<file path="src/rtl/rlbp_pkg.sv">
// Shared definitions for the RLBP stream engine: register map, control/status
// bit positions, FSM states and the rotation-normalisation helper.
package rlbp_pkg;

    localparam logic [1:0] REG_CTRL   = 2'd0;
    localparam logic [1:0] REG_STATUS = 2'd1;
    localparam logic [1:0] REG_PIX    = 2'd2;
    localparam logic [1:0] REG_RESULT = 2'd3;

    localparam int CTRL_START = 0;
    localparam int CTRL_AUTO  = 1;
    localparam int CTRL_ROT   = 2;
    localparam int CTRL_IE    = 3;
    localparam int CTRL_CLR   = 4;

    localparam int STAT_BUSY    = 0;
    localparam int STAT_RV      = 1;
    localparam int STAT_FULL    = 2;
    localparam int STAT_EMPTY   = 3;
    localparam int STAT_OVF_PIX = 4;
    localparam int STAT_OVF_RES = 5;

    localparam int WIN_LEN = 9;
    // Magnitudes are carried at the widest supported pixel width.
    localparam int MAG_W   = 12;

    typedef enum logic [1:0] {IDLE, LOAD, COMPUTE, SHIFT} state_t;
    typedef logic [MAG_W-1:0] mag_t;

    // Rotate raw right by the index of the largest |n_i - c| (lowest index wins ties).
    function automatic logic [7:0] rot_code(input logic [7:0] raw,
                                            input mag_t [7:0] mags,
                                            input logic rot_en);
        logic [2:0] k;
        logic [3:0] sh;
        mag_t       best;
        k    = 3'd0;
        best = mags[0];
        for (int i = 1; i < 8; i++) begin
            if (mags[i] > best) begin
                best = mags[i];
                k    = 3'(i);
            end
        end
        sh = 4'd8 - {1'b0, k};
        return rot_en ? ((raw >> k) | (raw << sh)) : raw;
    endfunction

endpackage

</file>
<file path="src/rtl/rlbp_pix_fifo.sv">
// Pixel FIFO with show-ahead read; a full FIFO still accepts a push when a pop
// happens in the same cycle.
module rlbp_pix_fifo #(
    parameter int PIX_W = 8,
    parameter int DEPTH = 16
) (
    input  logic                     clk,
    input  logic                     rst,
    input  logic                     flush,
    input  logic                     push,
    input  logic [PIX_W-1:0]         push_data,
    input  logic                     pop,
    output logic [PIX_W-1:0]         pop_data,
    output logic                     full,
    output logic                     empty,
    output logic [$clog2(DEPTH):0]   count
);
    localparam int AW = $clog2(DEPTH);
    localparam int CW = AW + 1;

    logic [PIX_W-1:0] mem [DEPTH];
    logic [AW-1:0]    wr_ptr_reg;
    logic [AW-1:0]    rd_ptr_reg;
    logic [CW-1:0]    count_reg;
    logic             push_ok;
    logic             pop_ok;

    assign empty    = (count_reg == '0);
    assign full     = (count_reg == CW'(DEPTH));
    assign count    = count_reg;
    assign pop_data = mem[rd_ptr_reg];
    assign pop_ok   = pop & ~empty & ~flush;
    assign push_ok  = push & (~full | pop_ok) & ~flush;

    always_ff @(posedge clk) begin
        if (push_ok) begin
            mem[wr_ptr_reg] <= push_data;
        end
    end

    always_ff @(posedge clk or posedge rst) begin
        if (rst) begin
            wr_ptr_reg <= '0;
            rd_ptr_reg <= '0;
            count_reg  <= '0;
        end else if (flush) begin
            wr_ptr_reg <= '0;
            rd_ptr_reg <= '0;
            count_reg  <= '0;
        end else begin
            if (push_ok) wr_ptr_reg <= wr_ptr_reg + AW'(1);
            if (pop_ok)  rd_ptr_reg <= rd_ptr_reg + AW'(1);
            case ({push_ok, pop_ok})
                2'b10:   count_reg <= count_reg + CW'(1);
                2'b01:   count_reg <= count_reg - CW'(1);
                default: count_reg <= count_reg;
            endcase
        end
    end

endmodule

</file>
<file path="src/rtl/rlbp_stream_engine.sv">
// Wishbone-controlled LBP/RLBP engine: pixels stream in through a FIFO, each
// 9-pixel window yields an 8-bit code held in RESULT and shifted out LSB first.
module rlbp_stream_engine
    import rlbp_pkg::*;
#(
    parameter int         PIX_W      = 8,
    parameter int         FIFO_DEPTH = 16,
    parameter logic [3:0] BASE_NIB   = 4'h3
) (
    input  logic        wb_clk_i,
    input  logic        wb_rst_i,
    input  logic        wbs_stb_i,
    input  logic        wbs_cyc_i,
    input  logic        wbs_we_i,
    input  logic [3:0]  wbs_sel_i,
    input  logic [31:0] wbs_adr_i,
    input  logic [31:0] wbs_dat_i,
    output logic        wbs_ack_o,
    output logic [31:0] wbs_dat_o,
    output logic        ser_data_o,
    output logic        ser_valid_o,
    output logic        busy_o,
    output logic        irq_o
);
    localparam int CW = $clog2(FIFO_DEPTH) + 1;

    logic             ack_reg;
    logic [31:0]      dat_reg;
    logic             auto_reg, rot_en_reg, ie_reg;
    logic             ovf_pix_reg, ovf_res_reg, rv_reg;
    logic [7:0]       code_reg;
    logic [7:0]       ser_sh_reg;
    logic             ser_valid_reg;
    logic [3:0]       load_cnt_reg;
    logic [2:0]       bit_cnt_reg;
    state_t           state_reg;
    logic [PIX_W-1:0] win_reg [WIN_LEN];

    logic             wb_valid, wb_acc, wb_wr, wb_rd;
    logic [1:0]       reg_sel;
    logic             wr_ctrl, wr_status, start_cmd, clr_cmd, pix_push, pix_drop, rd_result;
    logic             fifo_pop, fifo_full, fifo_empty, win_ready;
    logic [PIX_W-1:0] fifo_rd;
    logic [CW-1:0]    fifo_count;
    logic [7:0]       raw_bits;
    mag_t [7:0]       mags;
    logic [7:0]       new_code;
    logic [31:0]      rd_data;
    logic             unused_bits;

    assign unused_bits = ^{wbs_sel_i, wbs_adr_i, wbs_dat_i};

    // A held strobe cannot re-trigger in the ack cycle, so acks never run back to back.
    assign wb_valid  = wbs_cyc_i & wbs_stb_i & (wbs_adr_i[31:28] == BASE_NIB);
    assign wb_acc    = wb_valid & ~ack_reg;
    assign wb_wr     = wb_acc & wbs_we_i & wbs_sel_i[0];
    assign wb_rd     = wb_acc & ~wbs_we_i;
    assign reg_sel   = wbs_adr_i[3:2];
    assign wr_ctrl   = wb_wr & (reg_sel == REG_CTRL);
    assign wr_status = wb_wr & (reg_sel == REG_STATUS);
    assign start_cmd = wr_ctrl & wbs_dat_i[CTRL_START];
    assign clr_cmd   = wr_ctrl & wbs_dat_i[CTRL_CLR];
    assign pix_push  = wb_wr & (reg_sel == REG_PIX);
    assign rd_result = wb_rd & (reg_sel == REG_RESULT);

    assign fifo_pop  = (state_reg == LOAD) & ~fifo_empty;
    assign pix_drop  = pix_push & fifo_full & ~fifo_pop;
    assign win_ready = fifo_count >= CW'(WIN_LEN);

    rlbp_pix_fifo #(
        .PIX_W (PIX_W),
        .DEPTH (FIFO_DEPTH)
    ) u_fifo (
        .clk       (wb_clk_i),
        .rst       (wb_rst_i),
        .flush     (clr_cmd),
        .push      (pix_push),
        .push_data (wbs_dat_i[PIX_W-1:0]),
        .pop       (fifo_pop),
        .pop_data  (fifo_rd),
        .full      (fifo_full),
        .empty     (fifo_empty),
        .count     (fifo_count)
    );

    // win_reg[0] is the centre, win_reg[1..8] are n0..n7.
    generate
        for (genvar gi = 0; gi < 8; gi++) begin : g_cmp
            assign raw_bits[gi] = (win_reg[gi+1] >= win_reg[0]);
            assign mags[gi]     = raw_bits[gi] ? mag_t'(win_reg[gi+1] - win_reg[0])
                                               : mag_t'(win_reg[0] - win_reg[gi+1]);
        end
    endgenerate

    assign new_code = rot_code(raw_bits, mags, rot_en_reg);

    always_comb begin
        rd_data = '0;
        case (reg_sel)
            REG_CTRL: begin
                rd_data[CTRL_AUTO] = auto_reg;
                rd_data[CTRL_ROT]  = rot_en_reg;
                rd_data[CTRL_IE]   = ie_reg;
            end
            REG_STATUS: begin
                rd_data[STAT_BUSY]    = (state_reg != IDLE);
                rd_data[STAT_RV]      = rv_reg;
                rd_data[STAT_FULL]    = fifo_full;
                rd_data[STAT_EMPTY]   = fifo_empty;
                rd_data[STAT_OVF_PIX] = ovf_pix_reg;
                rd_data[STAT_OVF_RES] = ovf_res_reg;
                rd_data[15:8]         = 8'(fifo_count);
            end
            REG_RESULT: begin
                rd_data[8]   = rv_reg;
                rd_data[7:0] = code_reg;
            end
            default: rd_data = '0;
        endcase
    end

    always_ff @(posedge wb_clk_i) begin
        if (fifo_pop) begin
            win_reg[load_cnt_reg] <= fifo_rd;
        end
    end

    always_ff @(posedge wb_clk_i or posedge wb_rst_i) begin
        if (wb_rst_i) begin
            ack_reg     <= 1'b0;
            dat_reg     <= '0;
            auto_reg    <= 1'b0;
            rot_en_reg  <= 1'b0;
            ie_reg      <= 1'b0;
            ovf_pix_reg <= 1'b0;
        end else begin
            ack_reg <= wb_acc;
            dat_reg <= wb_rd ? rd_data : '0;
            if (wr_ctrl) begin
                auto_reg   <= wbs_dat_i[CTRL_AUTO];
                rot_en_reg <= wbs_dat_i[CTRL_ROT];
                ie_reg     <= wbs_dat_i[CTRL_IE];
            end
            if (clr_cmd) begin
                ovf_pix_reg <= 1'b0;
            end else if (pix_drop) begin
                ovf_pix_reg <= 1'b1;
            end else if (wr_status & wbs_dat_i[STAT_OVF_PIX]) begin
                ovf_pix_reg <= 1'b0;
            end
        end
    end

    always_ff @(posedge wb_clk_i or posedge wb_rst_i) begin
        if (wb_rst_i) begin
            state_reg     <= IDLE;
            load_cnt_reg  <= '0;
            bit_cnt_reg   <= '0;
            code_reg      <= '0;
            rv_reg        <= 1'b0;
            ovf_res_reg   <= 1'b0;
            ser_sh_reg    <= '0;
            ser_valid_reg <= 1'b0;
        end else if (clr_cmd) begin
            state_reg     <= IDLE;
            load_cnt_reg  <= '0;
            bit_cnt_reg   <= '0;
            rv_reg        <= 1'b0;
            ovf_res_reg   <= 1'b0;
            ser_sh_reg    <= '0;
            ser_valid_reg <= 1'b0;
        end else begin
            if (rd_result) rv_reg <= 1'b0;
            if (wr_status & wbs_dat_i[STAT_OVF_RES]) ovf_res_reg <= 1'b0;
            case (state_reg)
                IDLE: begin
                    if (start_cmd | (auto_reg & win_ready)) begin
                        state_reg    <= LOAD;
                        load_cnt_reg <= '0;
                    end
                end
                LOAD: begin
                    if (fifo_pop) begin
                        if (load_cnt_reg == 4'd8) state_reg <= COMPUTE;
                        else load_cnt_reg <= load_cnt_reg + 4'd1;
                    end
                end
                COMPUTE: begin
                    code_reg      <= new_code;
                    rv_reg        <= 1'b1;
                    if (rv_reg & ~rd_result) ovf_res_reg <= 1'b1;
                    ser_sh_reg    <= new_code;
                    ser_valid_reg <= 1'b1;
                    bit_cnt_reg   <= '0;
                    state_reg     <= SHIFT;
                end
                SHIFT: begin
                    if (bit_cnt_reg == 3'd7) begin
                        ser_valid_reg <= 1'b0;
                        ser_sh_reg    <= '0;
                        load_cnt_reg  <= '0;
                        state_reg     <= (auto_reg & win_ready) ? LOAD : IDLE;
                    end else begin
                        ser_sh_reg  <= ser_sh_reg >> 1;
                        bit_cnt_reg <= bit_cnt_reg + 3'd1;
                    end
                end
                default: state_reg <= IDLE;
            endcase
        end
    end

    assign wbs_ack_o   = ack_reg;
    assign wbs_dat_o   = dat_reg;
    assign ser_data_o  = ser_sh_reg[0];
    assign ser_valid_o = ser_valid_reg;
    assign busy_o      = (state_reg != IDLE);
    assign irq_o       = (rv_reg & ie_reg) | ovf_pix_reg | ovf_res_reg;

endmodule

</file>
<file path="config.mk">
export PLATFORM = sky130hd
export DESIGN_NAME = rlbp_stream_engine
export DESIGN_NICKNAME = d
export VERILOG_FILES = /design/src/rtl/rlbp_pkg.sv /design/src/rtl/rlbp_pix_fifo.sv /design/src/rtl/rlbp_stream_engine.sv
export SDC_FILE = /design/constraint.sdc
export NUM_CORES = 1
export LEC_CHECK = 0
export ABC_AREA = 1
export BUFFER_PORTS_ARGS = -buffer_cell sky130_fd_sc_hd__buf_4
export CAP_MARGIN = 20
export CORE_UTILIZATION = 45
export CTS_BUF_LIST = sky130_fd_sc_hd__clkbuf_4
export CTS_CLUSTER_SIZE = 28
export DETAILED_ROUTE_END_ITERATION = 7
export HOLD_SLACK_MARGIN = 0.02
export PLACE_DENSITY = 0.7
export SLEW_MARGIN = 40
export SYNTH_ARGS = -nofsm -noshare
export SYNTH_HDL_FRONTEND = slang
export SYNTH_SLANG_ARGS = --single-unit
</file>
<file path="constraint.sdc">
create_clock -name wb_clk_i -period 19.8 [get_ports wb_clk_i]
set_clock_uncertainty 0.15 [all_clocks]
set_input_delay 0 -clock wb_clk_i [delete_from_list [all_inputs] [get_ports wb_clk_i]]
set_output_delay 0 -clock wb_clk_i [all_outputs]
set_load 0.05 [all_outputs]
</file>
==> results of run 1 <==
path summary, 6_finish.rpt:
kind | startpoint | end | slack (ns) | cells past startpoint
min reg2reg | ser_sh_reg[3] | ser_sh_reg[3] | 0.34 | 2
min | wbs_adr_i[2] | wbs_dat_o[3] | 0.12 | 4
max reg2reg | win_reg[0][6] | ser_sh_reg[4] | 5.02 | 91
min in group asynchronous | wb_rst_i | wbs_dat_o[9] | 0.38 | 5
max in group asynchronous | wb_rst_i | load_cnt_reg[1] | 18.68 | 5
max | win_reg[0][6] | ser_sh_reg[4] | 5.02 | 91
logic make-up after synthesis:
family                     count (synthesis)  synth area share, %
AOI/OAI and AO/OA                        402                 13.0
xor gates and xnor gates                  59                 2.73
adders and majority gates                227                 15.7
buffers and inverters                    397                 8.64
DFF                                      259                 39.5
muxes                                     31                 1.64
other                                      1               0.0198
and+or+nand+nor                          829                 18.9
layout make-up:
class / count / share of cell area (%)
Multi-Input combinational cell: 1567 / 47.8
Sequential cell: 259 / 36.0
Tap cell: 532 / 3.20
Inverter: 325 / 5.87
Clock inverter: 33 / 0.915
Clock buffer: 75 / 2.71
Timing Repair Buffer: 84 / 3.47
Antenna cell: 1 / 0.0120
per-layer routing:
layer	vias up	share of wire, %	GRT usage, %
met5	-	0	0
met4	0	3.9	9.62
met3	115	5.9	2.51
met2	536	47	39.4
met1	7307	43	30.4
li1	7661	-	-
stage by stage:
step	setup slack, ns	std cells	hold WS [ns]	instance area, sq um
3_3_place_gp	5.16	2732	0.118	19600
2_1_floorplan	7.62	2223	-0.0511	19000
4_1_cts	5.00	2875	0.0452	20800
6_report	5.02	2876	0.123	20800
5_1_grt	3.58	2876	0.114	20800
3_5_place_dp	5.03	2732	0.123	19700
placed cells by master, fill, tap and decap left out, types with 5 or more instances in the layout:
cell	Yosys	final
ha_1	210	210
xnor2_1	12	12
a31oi_1	8	8
o221ai_1	39	39
and2_1	6	6
a211oi_1	5	5
conb_1	1	19
o21ai_2	19	19
mux2i_1	30	30
a41oi_1	7	7
nand2_2	19	19
xor2_1	47	47
nor3_2	3	8
o22ai_1	9	9
edfxtp_1	200	200
nand3_2	7	7
a221oi_1	5	5
o211ai_1	11	11
a21oi_2	6	6
buf_4	24	48
nand4_1	13	13
dfrtp_1	59	58
inv_2	13	14
o21bai_1	5	5
nand3_1	128	128
nor2_2	1	5
a21oi_1	109	109
inv_1	309	308
clkinv_1	3	31
dlygate4sd3_1	0	35
fa_1	17	17
nand2_1	467	467
nor3_1	19	14
clkbuf_4	0	75
o21ai_1	23	23
nor2_1	144	140
o21ai_0	134	134
nand2_4	10	10
worst register-to-register path: cells and delay by family (launching register included):
family	cells	cell delay, ns
AO/OA/AOI/OAI	8	1.61
XOR/XNOR	1	0.15
adder cells (fa/ha/maj)	9	2.66
buffers and inverters	15	2.69
flip-flops	1	0.76
AND/OR/NAND/NOR	58	6.76
repair_timing:
item / 4_1_cts / 5_1_grt
endpoints found under the hold margin: 222 / 0
resized for setup: 0 / 0
hold buffers: 35 / 0
==> out/results.txt, run 1 <==
Num rows -> 74
Final hold violation count -> 0
CTS Sinks -> 259
Achievable Freq -> 0.0677 GHz
CTS tree -> done
Count leader, synth -> nand2_1
CP Max Fanout -> 15
Post-Syn Area -> 19000 sq um
Share of cells above drive strength 1 -> 9.69%
FILL cells -> 3777
Core ar. -> 41200 sq um
Synth area leader -> edfxtp_1
Delay-heaviest family, CP -> simple AND/OR/NAND/NOR gates
Initial detailed-routing violation count -> 1220
First-pass GRT wire length -> 79700 um
Pre-antenna DRT Iters -> 5
Vias in the first global route -> 15144
CP Capture Type -> flip-flop
Top FF cell, synth -> edfxtp_1
Seq/Total Area, Yosys -> 39.5%
Multi-input combinational cell area -> 9940 sq um
Pins Over Slew Limit -> 0
Ranking of synthesized cells by area -> edfxtp_1, ha_1, nand2_1, dfrtp_1, inv_1
Reg area -> 7480 sq um
Largest register FFs -> 128
Crit path DAT -> 15.31 ns
Outcome -> finished, final reports clean
Total track usage -> 23.3%
Final HPWL DP -> 35700 um
Clk_lat worst skew -> 0.74 ns
# IOs -> 110
# nets final -> 2598
Largest net degree at the start of global routing -> 68
Routed WL -> 49900 um
Fin util -> 50.5%
Slew @ Worst Pin -> 0.831 ns
Cells after synthesis -> 2205
Input/output buffers -> 37
Slew margin rel. -> 44.6%
Avg Cell Area, Syn -> 8.60 sq um
CP most frequent cell -> nand2_1
Worst-path clk slew -> 0.07 ns
Setup TNS -> 0 ns
Post-synth top cells -> nand2_1, inv_1, ha_1
Yosys top cell area share -> 31.7%
Grt ovf -> 0
Library cells used by synthesis -> 61
Setup Buffers After CTS -> 0
CP required -> 20.32 ns
Setup violations, final -> 0
Max H-tree Level -> 2
DIE HEIGHT -> 207 um
Critical Path Start Type -> flip-flop
Max Cap Viol -> 0
Initial Util -> 46.0%
Ys async rst share -> 22.8%
Min Clock Period, post-route -> 14.78 ns
Synthesized flop and latch total -> 259
Worst path bufs/invs -> 15
GP Congestion -> 0.936
Initial antenna violation count -> 1
Syn-to-layout area delta -> 9.64%
Yosys warning total -> 0
Tcrit/Tclk final -> 74.6%
Die width -> 207 um
Post-DRT Antenna Nets -> 0
Unrepaired setup endpoints after global routing -> no
Die Area -> 43000 sq um
Min-Delay Path Class -> in -> reg
Vias -> 15619
Worst path max stage delay -> 0.76 ns
Critical-path top delay cell -> edfxtp_1
Total CTS buffers -> 61
DRC -> 0
CTS Buffer Depth -> 3
Post-synth EDFFs -> 200
Drt wl/cell -> 17.3 um
Vias/cell -> 5.43
Worst setup path class -> reg -> reg
Root buf cell -> clkbuf_4
Power of run 1 is left out: the tool's default activity adds up to more than one toggle a clock period on the data nets, which glitch-free logic cannot reach.
==> inputs of run 2 (changes only) <==
Settings changed: PLACE_DENSITY 0.7 to 0.72.
Clock period 19.8 ns to 13.2 ns, I/O delays scaled along.
==> run 2 against run 1 <==
Compared with the run above:
- setup slack lost 3.9 ns
- core utilization grew 1.5 points
- first-iteration DRC count grew 20%
- via count grew 1.5%
- hold slack lost 0.043 ns
- sequential share of layout area shrank 1.0 points
- non-clock buffer count grew 47
- design area grew 3.0%
- critical path type unchanged
==> out/results.txt, run 2 (synthesis gave the netlist of run 1 again) <==
Share of cells above drive strength 1 -> 12.6% (was 9.69%)
Outcome -> finished, final reports clean (unchanged)
Root buf cell -> clkbuf_4 (unchanged)
Initial antenna violation count -> 1 (unchanged)
Pre-antenna DRT Iters -> 6 (was 5)
Largest net degree at the start of global routing -> 68 (unchanged)
Grt ovf -> 0 (unchanged)
Final HPWL DP -> 36300 um (was 35700 um)
Achievable Freq -> 0.0831 GHz (was 0.0677 GHz)
Min-Delay Path Class -> in -> reg (unchanged)
Fin util -> 52.0% (was 50.5%)
Max H-tree Level -> 2 (unchanged)
Worst path max stage delay -> 0.51 ns (was 0.76 ns)
Slew margin rel. -> 45.5% (was 44.6%)
Worst-path clk slew -> 0.07 ns (about the same)
Max Cap Viol -> 0 (unchanged)
DIE HEIGHT -> 207 um (unchanged)
Die Area -> 43000 sq um (unchanged)
Most frequent cells in the layout -> nand2_1, inv_1, ha_1, edfxtp_1, nor2_1 (unchanged)
DRC -> 0 (unchanged)
Tcrit/Tclk final -> 91.2% (was 74.6%)
Die width -> 207 um (unchanged)
FILL cells -> 3656 (was 3777)
GP Congestion -> 0.954 (was 0.936)
Largest register FFs -> 128 (unchanged)
Input/output buffers -> 37 (unchanged)
Initial Util -> 46.0% (unchanged)
Worst setup path class -> reg -> reg (unchanged)
# IOs -> 110 (unchanged)
# nets final -> 2645 (was 2598)
Multi-input combinational cell area -> 10100 sq um (was 9940 sq um)
CP Capture Type -> flip-flop (unchanged)
Vias/cell -> 5.42 (was 5.43)
CTS Sinks -> 259 (unchanged)
CP Max Fanout -> 11 (was 15)
CP required -> 13.75 ns (was 20.32 ns)
Core ar. -> 41200 sq um (unchanged)
Syn-to-layout area delta -> 12.9% (was 9.64%)
Slew @ Worst Pin -> 0.818 ns (was 0.831 ns)
Vias -> 15856 (was 15619)
Total CTS buffers -> 61 (unchanged)
Num rows -> 74 (unchanged)
Total track usage -> 22.8% (was 23.3%)
CP most frequent cell -> nand2_1 (unchanged)
CTS tree -> done (unchanged)
First-pass GRT wire length -> 78100 um (was 79700 um)
Post-DRT Antenna Nets -> 0 (unchanged)
Clk_lat worst skew -> 0.76 ns (was 0.74 ns)
Critical Path Start Type -> flip-flop (unchanged)
Final hold violation count -> 0 (unchanged)
Reg area -> 7480 sq um (unchanged)
Initial detailed-routing violation count -> 1461 (was 1220)
Pins Over Slew Limit -> 0 (unchanged)
Crit path DAT -> 12.58 ns (was 15.31 ns)
Vias in the first global route -> 15061 (was 15144)
CTS Buffer Depth -> 3 (unchanged)
Setup violations, final -> 0 (unchanged)
Commonest non-fill, non-tap cell in the layout -> nand2_1 (unchanged)
Drt wl/cell -> 17.1 um (was 17.3 um)
Critical-path top delay cell -> edfxtp_1 (unchanged)
Routed WL -> 50000 um (was 49900 um)
Min Clock Period, post-route -> 12.03 ns (was 14.78 ns)
[run 2: worst paths after layout]
| kind | startpoint | endpoint | slack [ns] | cells after the start |
|---|---|---|---|---|
| max in group asynchronous | wb_rst_i | load_cnt_reg[1] | 12.11 | 5 |
| min | wbs_adr_i[3] | wbs_dat_o[1] | 0.08 | 6 |
| min in group asynchronous | wb_rst_i | wbs_ack_o | 0.35 | 5 |
| max | win_reg[0][2] | ser_sh_reg[4] | 1.17 | 91 |
| max reg2reg | win_reg[0][2] | ser_sh_reg[4] | 1.17 | 91 |
| min reg2reg | ser_sh_reg[6] | ser_sh_reg[6] | 0.34 | 2 |
[run 2: final cells by class]
cell class	instances	area share (%)
clock inverters	25	1.02
well taps	532	3.11
inverters	325	5.71
repair buffers	131	5.17
flip-flops and latches	259	35.0
multi-input cells	1567	47.0
diodes	1	0.0117
clock buffers	86	3.02
[run 2: stage by stage]
stage	cell area, sq um	worst slack (ns)	cells	hold WS, ns	TNS [ns]
after floorplan	19000	1.02	2223	-0.0511	0
after global placement	19900	0.586	2760	0.112	0
after detailed placement	19900	0.494	2760	0.116	0
after CTS	21200	0.434	2912	0.0315	0
after global routing	21400	-0.0190	2926	0.0895	-0.0190
final	21400	1.17	2926	0.0806	0
[run 2: what timing repair did]
action | CTS | global route
setup endpoints to repair | 0 | 16
buffers inserted | 0 | 13
gates resized for setup | 0 | 27
hold buffers | 41 | 0
endpoints found under the hold margin | 222 | 0
[run 2: per-layer routing]
layer | up-vias | share of wire (%) | GRT usage (%)
li1 | 7738 | - | -
met3 | 118 | 6.3 | 2.78
met5 | - | 0 | 0
met1 | 7385 | 43 | 29.8
met2 | 615 | 47 | 38.6
met4 | 0 | 3.6 | 8.93
[run 2: critical path, delay by kind of cell (launching register included)]
family,cells,cell delay (ns)
adder cells (fa/ha/maj),9,2.82
buffers and inverters,13,1.57
flip-flops,1,0.51
AO/OA/AOI/OAI,11,1.49
AND/OR/NAND/NOR,58,5.47
Power of run 2 is left out for the same reason.
==> inputs of run 3 (changes only) <==
Settings changed: RECOVER_POWER set to 100.
==> run 3 against run 2 <==
Compared with the run above:
- the run now ends with capacitance limit, slew limit left
- sequential share of layout area is 0.26 points higher
- die area stayed put
- maximum frequency is 0.16% higher
- setup slack better by 0.020 ns
- count of clock-buffer cells in the layout stayed put
- hold slack worse by 0.0049 ns
- routed wire length is 0.16% higher
- via count hardly changed
- design area is 0.72% lower
- critical endpoint unchanged
==> out/results.txt, run 3 (synthesis gave the netlist of run 1 again) <==
Outcome -> complete, but fails checks (was finished, final reports clean)
Failing checks -> capacitance limit, slew limit
Layout Cells excl Fill -> 2926 (unchanged)
Final HPWL DP -> 36300 um (unchanged)
Initial detailed-routing violation count -> 1522 (was 1461)
Worst path max stage delay -> 0.51 ns (about the same)
CTS Buffer Depth -> 3 (unchanged)
Vias in the first global route -> 15061 (unchanged)
CTS Sinks -> 259 (unchanged)
Num rows -> 74 (unchanged)
Worst-path clk slew -> 0.07 ns (about the same)
Critical Path Start Type -> flip-flop (unchanged)
Pre-antenna DRT Iters -> 6 (unchanged)
Worst setup path class -> reg -> reg (unchanged)
Met3 WL -> 3580 um (was 3130 um)
DR WL met2 -> 23700 um (was 23600 um)
Crit path DAT -> 12.56 ns (was 12.58 ns)
Vias -> 15850 (was 15856)
CTS tree -> done (unchanged)
CP most frequent cell -> nand2_1 (unchanged)
Slew margin rel. -> -138% (was 45.5%)
# nets final -> 2645 (unchanged)
Critical-path top delay cell -> edfxtp_1 (unchanged)
First-pass GRT wire length -> 78100 um (unchanged)
Drt wl/cell -> 17.1 um (about the same)
Max Cap Viol -> 2 (was 0)
Die Area -> 43000 sq um (unchanged)
Min-Delay Path Class -> in -> reg (unchanged)
Most frequent cells in the layout -> nand2_1, inv_1, ha_1, edfxtp_1, nor2_1 (unchanged)
Dpl cells -> 2760 (unchanged)
Die width -> 207 um (unchanged)
Commonest non-fill, non-tap cell in the layout -> nand2_1 (unchanged)
Input/output buffers -> 37 (unchanged)
DR top layer -> met4 (unchanged)
Post-DRT Antenna Nets -> 0 (unchanged)
Worst path bufs/invs -> 13 (unchanged)
Root buf cell -> clkbuf_4 (unchanged)
Vias/cell -> 5.42 (about the same)
GP Congestion -> 0.954 (unchanged)
WL met1 -> 21000 um (was 21400 um)
DIE HEIGHT -> 207 um (unchanged)
Achievable Freq -> 0.0832 GHz (was 0.0831 GHz)
Tcrit/Tclk final -> 91.0% (was 91.2%)
Initial Util -> 46.0% (unchanged)
Delay-heaviest family, CP -> simple AND/OR/NAND/NOR gates (unchanged)
Total track usage -> 22.8% (unchanged)
Min Clock Period, post-route -> 12.02 ns (was 12.03 ns)
Setup TNS -> 0 ns (unchanged)
CP Capture Type -> flip-flop (unchanged)
Max H-tree Level -> 2 (unchanged)
Syn-to-layout area delta -> 12.1% (was 12.9%)
# IOs -> 110 (unchanged)
Share of cells above drive strength 1 -> 10.8% (was 12.6%)
CP required -> 13.75 ns (about the same)
DRC -> 0 (unchanged)
Initial antenna violation count -> 1 (unchanged)
Largest register FFs -> 128 (unchanged)
Core ar. -> 41200 sq um (unchanged)
Largest net degree at the start of global routing -> 68 (unchanged)
Setup violations, final -> 0 (unchanged)
Clk_lat worst skew -> 0.77 ns (was 0.76 ns)
Total CTS buffers -> 61 (unchanged)
Final hold violation count -> 0 (unchanged)
CP Max Fanout -> 11 (unchanged)
Slew @ Worst Pin -> 3.56 ns (was 0.818 ns)
Routed WL -> 50000 um (about the same)
Pins Over Slew Limit -> 127 (was 0)
Grt ovf -> 0 (unchanged)
## run 3: cell count changes in the layout (fill, tap and decap cells not counted), moves of 4 or more
cell / before / now
buf_4: 87 / 56
clkbuf_1: 0 / 28
nor3_1: 13 / 20
nor3_2: 9 / 2
clkbuf_4: 86 / 90
## run 3: worst paths after layout
kind / startpoint / to / slack, ns / cells past startpoint
min reg2reg: ser_sh_reg[6] / ser_sh_reg[6] / 0.33 / 2
max: win_reg[0][2] / ser_sh_reg[4] / 1.18 / 90
min: wbs_adr_i[3] / wbs_dat_o[1] / 0.08 / 6
max in group asynchronous: wb_rst_i / u_fifo.rd_ptr_reg[0] / 9.33 / 5
min in group asynchronous: wb_rst_i / wbs_ack_o / 1.48 / 5
max reg2reg: win_reg[0][2] / ser_sh_reg[4] / 1.18 / 90
## run 3: metal layers
layer / GRT usage, % / vias to the layer above
li1: - / 7729
met2: 38.6 / 627
met1: 29.8 / 7379
met5: 0 / -
met3: 2.78 / 115
met4: 8.93 / 0
## run 3: tightest hold or removal path, delay by kind of cell
kind                   cells  cell delay, ns
AND/OR/NAND/NOR            2            0.12
buffers and inverters      3            0.76
AO/OA/AOI/OAI              1            0.06
## run 3: per-stage QoR
step | utilization, % | setup slack [ns] | hold slack (ns) | cell area, sq um
floorplan | - | 1.02 | -0.0511 | 19000
global placement | 48.2 | 0.586 | 0.112 | 19900
detailed placement | 48.3 | 0.494 | 0.116 | 19900
CTS | 51.4 | 0.434 | 0.0315 | 21200
global route | 51.6 | -0.0245 | 0.0895 | 21300
finish | 51.6 | 1.18 | 0.0757 | 21300
## run 3: cell type report
class,count,area (sq um)
Antenna cell,1,2.50
Clock buffer,86,646
Tap cell,532,666
Inverter,325,1220
Timing Repair Buffer,131,997
Sequential cell,259,7480
Multi-Input combinational cell,1567,10000
Clock inverter,25,219
Fill cell,3693,19900
## run 3: what timing repair did
item	in CTS	in global routing
hold buffers	41	0
setup buffers	0	13
setup endpoints to repair	0	16
endpoints found under the hold margin	222	0
resized for setup	0	27
Power of run 3 is left out for the same reason.
